$ cat config.mk
export PLATFORM = sky130hd
export DESIGN_NAME = hazard_unit
export DESIGN_NICKNAME = d
export VERILOG_FILES = /design/src/rtl/hazard_unit.sv
export SDC_FILE = /design/constraint.sdc
export NUM_CORES = 1
export LEC_CHECK = 0
export BUFFER_PORTS_ARGS = -buffer_cell sky130_fd_sc_hd__buf_2
export CAP_MARGIN = 20
export CORE_AREA = 8 8 90 92
export DETAILED_ROUTE_END_ITERATION = 8
export DIE_AREA = 0 0 98 100
export PLACE_DENSITY = 0.82
export SYNTH_ARGS = -nofsm -noshare
export SYNTH_HDL_FRONTEND = slang
export SYNTH_SLANG_ARGS = --single-unit
$ cat constraint.sdc
create_clock -name clk -period 7.05 [get_ports clk]
set_clock_uncertainty 0.1 [all_clocks]
set_input_delay 1.0575 -clock clk [delete_from_list [all_inputs] [get_ports clk]]
set_output_delay 1.0575 -clock clk [all_outputs]
set_load 0.02 [all_outputs]
$ cat src/rtl/hazard_unit.sv
// Hazard controller for the 5-stage MIPS pipeline: EX/ID forwarding selects,
// stall/flush generation for load-use, branch-operand and data-memory waits,
// a memory-wait watchdog FSM and a saturating stall-cycle counter.
module hazard_unit #(
  parameter int TIMEOUT_CYCLES = 256,  // 0 disables the watchdog
  parameter int CNT_W          = 32
) (
  input  logic             clk,
  input  logic             resetn,
  input  logic [4:0]       RsD,
  input  logic [4:0]       RtD,
  input  logic             BranchD,
  input  logic [4:0]       RsE,
  input  logic [4:0]       RtE,
  input  logic [4:0]       WriteRegE,
  input  logic             RegWriteE,
  input  logic             MemtoRegE,
  input  logic [4:0]       WriteRegM,
  input  logic             RegWriteM,
  input  logic             MemtoRegM,
  input  logic             MemAccessM,
  input  logic             MemReadyM,
  input  logic [4:0]       WriteRegW,
  input  logic             RegWriteW,
  output logic [1:0]       ForwardAE,
  output logic [1:0]       ForwardBE,
  output logic             ForwardAD,
  output logic             ForwardBD,
  output logic             StallF,
  output logic             StallD,
  output logic             StallE,
  output logic             StallM,
  output logic             FlushE,
  output logic             FlushW,
  output logic [CNT_W-1:0] StallCount,
  output logic             Timeout
);

  // Wait counter is at least one bit wide so a disabled watchdog still elaborates.
  localparam int              WC_W     = (TIMEOUT_CYCLES > 0) ? $clog2(TIMEOUT_CYCLES + 1) : 1;
  localparam bit              WD_EN    = (TIMEOUT_CYCLES != 0);
  localparam logic [WC_W-1:0] WC_LIMIT = WC_W'(WD_EN ? TIMEOUT_CYCLES - 1 : 0);

  typedef enum logic [1:0] {
    RUN      = 2'd0,
    MEM_WAIT = 2'd1,
    TIMEOUT  = 2'd2
  } state_t;

  state_t             state_q, state_d;
  logic [WC_W-1:0]    wait_cnt_q, wait_cnt_d;
  logic [CNT_W-1:0]   stall_cnt_q, stall_cnt_d;

  logic lwstall;
  logic brstall;
  logic memstall;
  logic halt;
  logic ex_hits_d;
  logic mem_hits_d;

  // EX operand forwarding: MEM result wins over WB result; $0 is never forwarded.
  always_comb begin
    ForwardAE = 2'b00;
    ForwardBE = 2'b00;
    if (RsE != 5'd0 && RegWriteM && WriteRegM == RsE)      ForwardAE = 2'b10;
    else if (RsE != 5'd0 && RegWriteW && WriteRegW == RsE) ForwardAE = 2'b01;
    if (RtE != 5'd0 && RegWriteM && WriteRegM == RtE)      ForwardBE = 2'b10;
    else if (RtE != 5'd0 && RegWriteW && WriteRegW == RtE) ForwardBE = 2'b01;
  end

  assign ForwardAD = (RsD != 5'd0) && RegWriteM && (WriteRegM == RsD);
  assign ForwardBD = (RtD != 5'd0) && RegWriteM && (WriteRegM == RtD);

  // Branch comparator in ID cannot see EX results or MEM load data yet.
  assign ex_hits_d  = RegWriteE && (WriteRegE != 5'd0) &&
                      ((WriteRegE == RsD) || (WriteRegE == RtD));
  assign mem_hits_d = MemtoRegM && (WriteRegM != 5'd0) &&
                      ((WriteRegM == RsD) || (WriteRegM == RtD));

  assign lwstall  = MemtoRegE && (RtE != 5'd0) && ((RtE == RsD) || (RtE == RtD));
  assign brstall  = BranchD && (ex_hits_d || mem_hits_d);
  assign memstall = MemAccessM && !MemReadyM;
  assign halt     = (state_q == TIMEOUT);

  // Stall/flush controls; reset forces bubbles and releases every stall.
  always_comb begin
    StallF = 1'b0;
    StallD = 1'b0;
    StallE = 1'b0;
    StallM = 1'b0;
    FlushE = 1'b1;
    FlushW = 1'b1;
    if (resetn) begin
      StallF = lwstall || brstall || memstall || halt;
      StallD = StallF;
      StallE = memstall || halt;
      StallM = StallE;
      FlushE = (lwstall || brstall) && !memstall && !halt;
      FlushW = memstall || halt;
    end
  end

  // Watchdog FSM next state: TIMEOUT absorbs until reset.
  always_comb begin
    state_d = state_q;
    case (state_q)
      RUN, MEM_WAIT: begin
        if (memstall && WD_EN && wait_cnt_q == WC_LIMIT) state_d = TIMEOUT;
        else if (memstall)                               state_d = MEM_WAIT;
        else                                             state_d = RUN;
      end
      TIMEOUT: state_d = TIMEOUT;
      default: state_d = RUN;
    endcase
  end

  // Consecutive mem-wait counter and saturating stall-cycle counter.
  always_comb begin
    wait_cnt_d  = '0;
    stall_cnt_d = stall_cnt_q;
    if (memstall) begin
      wait_cnt_d = (wait_cnt_q == '1) ? wait_cnt_q : wait_cnt_q + 1'b1;
    end
    if (StallF && stall_cnt_q != '1) begin
      stall_cnt_d = stall_cnt_q + 1'b1;
    end
  end

  // State registers with synchronous active-low reset.
  always_ff @(posedge clk) begin
    if (!resetn) begin
      state_q     <= RUN;
      wait_cnt_q  <= '0;
      stall_cnt_q <= '0;
    end else begin
      state_q     <= state_d;
      wait_cnt_q  <= wait_cnt_d;
      stall_cnt_q <= stall_cnt_d;
    end
  end

  assign StallCount = stall_cnt_q;
  assign Timeout    = (state_q == TIMEOUT);

endmodule

==> implementation parameters <==
Parameter                              Value

Outcome
  Run status ... completed

Layout
  Number of fill cells ... 614
  Number of nets in the layout ... 483
  P&R area growth vs syn ... 17.22%
  Fin util ... 52.05%
  Count of antenna diodes in the layout ... 0
  Fraction of layout instances using a drive strength above 1 ... 23.22%

Floorplan
  Height of the die ... 100 um
  Full die area ... 9800 um2
  Number of primary I/O pins ... 90
  Core area ... 6644 um2
  Die W ... 98 um
  Starting density of the core ... 44.41%
  Std cell rows ... 30

Worst hold path
  Worst Hold Path Cells ... 1
  Type of the worst min-delay path ... flop to flop

Yosys
  Cell types with the largest area share after synthesis ... dfxtp_1, xnor2_1, xor2_1
  Share of the synthesized area in the top cell type ... 29.18%
  Post-synthesis net count ... 413
  Post-Synthesis Cells ... 364
  Dominant cell type by area after synthesis ... dfxtp_1
  Number of flops mapped to enable cells by yosys ... 0
  Synthesis Warnings ... 0
  Flip-flop and latch count after synthesis ... 43
  Syn Area/Cell ... 8.105 um2
  Proportion of register bits with asynchronous set or reset after synthesis ... 0%
  Area of the mapped netlist ... 2950 um2
  Library cell with the highest instance count after synthesis ... dfxtp_1
  Prevailing post-synth register cell ... dfxtp_1
  Seq/Total Area, Yosys ... 29.18%
  Most used standard cells in the synthesized netlist ... dfxtp_1, xnor2_1, nand2_1, nand3_1, nor2_1
  Number of different library cells in the post-synthesis netlist ... 41

Timing
  Final setup TNS ... 0 ns
  Final Hold Fails ... 0
  Worst slew margin relative to its limit ... 31.41%
  Final period util ... 57.84%
  Measured slew at the worst slew-check pin ... 1.029 ns
  Number of endpoints failing setup at the final stage ... 0
  Final WS setup ... 2.972 ns
  Unrepaired setup endpoints after global routing ... no
  Top achievable clock speed ... 0.2452 GHz
  Crit path time final ... 4.078 ns
  Max-slew violation count ... 0
  Final hold slack ... 0.3491 ns

Clocking
  CTS tree ... done
  Number of levels in the clock H-tree ... 2
  Clk root buf ... clkbuf_8
  Clock latency on the worst-skew pair ... 0.30 ns
  Clock transition at path regs ... 0.08 ns
  Quantity of hold-fixing buffers added after cts ... 0
  CTS Buf Count ... 5
  Cts repair resizes ... 0
  Post-CTS setup buffer count ... 0
  Number of sinks handled by clock tree synthesis ... 43
  Worst-case clock buffer depth ... 2

Place
  HPWL after DPL ... 6151 um
  Routability congestion estimate from global placement ... 0.8936
  Number of port buffers ... 89
  Setup slack after placement ... 2.995 ns

Global routing
  Initial antenna violation count ... 0
  Tot GR Track Use ... 16.10%
  Sum of overflow across all layers after global routing ... 0
  Pin count of the biggest net entering global routing ... 55
  Number of global-route vias before repair ... 2,992
  Wire length of the first global-routing pass ... 13,330 um

Route
  First-pass DRT Iterations ... 4
  Average detailed-routed wire length per instance ... 15.55 um
  Detailed Route Iter0 Violations ... 181
  Number of design rule violations left after detail routing ... 0
  Antenna Nets Post-Route ... 0
  Via-per-instance ratio ... 5.763
  Number of vias after detailed routing ... 2,968
  Aggregate routed wire length ... 8008 um

Critical path
  CP Capture Type ... output port
  Worst-case register-to-register setup slack ... 4.03 ns
  Critical path data required time ... 5.89 ns
  Launching element of the worst setup path ... RtE[1]
  Crit Path Max Fanout ... 54
  Category of the critical setup timing path ... input port to output port
  Worst flop-to-flop path startpoint ... StallCount[11]
  Worst setup path endpoint ... StallF
  Arrival @ worst endpoint ... 2.92 ns
  Worst-case reg-to-reg path depth ... 6
  R2R Path End ... StallCount[5]
  Startpoint kind of the worst setup timing path ... input port

Power and ir drop
  Pleak ... 1.327 nW
  Pwr/cell area ... 154.5 nW/um2
  Max IR drop VDD ... 75.57 uV

Flow run
  Max-cap violation count ... 0
==> worst max-delay path: stages <==
cell,delay (ns)
buf_2,0.15
or4_1,0.55
o221ai_1,0.25
and4b_1,0.23
buf_4,0.40
nor2_1,0.09
buf_2,0.18
==> layout by cell type, fill, tap and decap left out, types with 2 or more instances in the layout <==
master     n
xor2_1    18
o21ai_0   10
nor3_1     9
mux2i_1   12
a21oi_1   16
dfxtp_1   43
nor2b_1    3
o31ai_1    8
and4_1     4
o211ai_1   4
nand4_1   14
nand2_1   32
o21a_1     3
buf_2     89
o31a_1     3
ha_1       4
or3_1      8
nor2_1    20
nor3_2     2
inv_1      2
xnor2_1   39
nand3_1   23
nor4b_1    2
clkbuf_8   6
nand2b_1  13
nor4_1    14
and3_1     6
or4_1     15
==> sequential cells by signal, indices dropped and copies added (netlist names) <==
name and flops:
StallCount 32, state_q 2, wait_cnt_q 9
==> layout make-up <==
class	count	area (um2)	area share (%)
inverters	3	11.26	0.3256
clock buffers	6	82.58	2.388
flip-flops and latches	43	860.8	24.89
multi-input cells	291	1916	55.39
well taps	80	100.1	2.894
clock inverters	2	35.03	1.013
repair buffers	90	452.9	13.10
==> report_power, final <==
part | switching (mW) | total [mW] | internal (mW)
clock | 0.0858 | 0.200 | 0.115
sequential | 0.00218 | 0.246 | 0.244
combinational | 0.0522 | 0.0875 | 0.0353
total | 0.140 | 0.534 | 0.394
==> per-stage QoR <==
step | instances | cell area [um2] | power, mW
final | 515 | 3458 | 0.5342
after global routing | 515 | 3458 | 0.5574
after CTS | 515 | 3458 | 0.5378
after detailed placement | 507 | 3341 | 0.3389
after global placement | 507 | 3341 | 0.3373
after floorplan | 364 | 2950 | 0.3135
==> routing by layer <==
| layer | wire length, um | global-route usage (%) | vias up | share of wire (%) |
|---|---|---|---|---|
| met5 | 0 | 0 | - | 0 |
| met4 | 161 | 6.715 | 0 | 2.0 |
| met3 | 547 | 4.429 | 13 | 6.8 |
| met2 | 3754 | 27.77 | 126 | 47 |
| met1 | 3544 | 18.34 | 1378 | 44 |
| li1 | - | - | 1451 | - |
==> cells by family after synthesis <==
group | count (synthesis) | synth area share (%)
and+or+nand+nor | 169 | 31.72
xor gates and xnor gates | 57 | 16.92
AOI/OAI and AO/OA | 49 | 10.52
adders and majority gates | 4 | 1.696
muxes | 12 | 4.071
DFF | 43 | 29.18
buffers and inverters | 30 | 5.895
==> how the worst min path moves through the flow <==
stage	startpoint	to	slack [ns]
finish	state_q[1]	state_q[0]	0.35
global route	state_q[1]	state_q[0]	0.37
detailed placement	state_q[1]	state_q[0]	0.34
floorplan	state_q[1]	state_q[0]	0.31
global placement	state_q[1]	state_q[0]	0.33
CTS	state_q[1]	state_q[0]	0.36
Power figures use the tool's default switching activity.
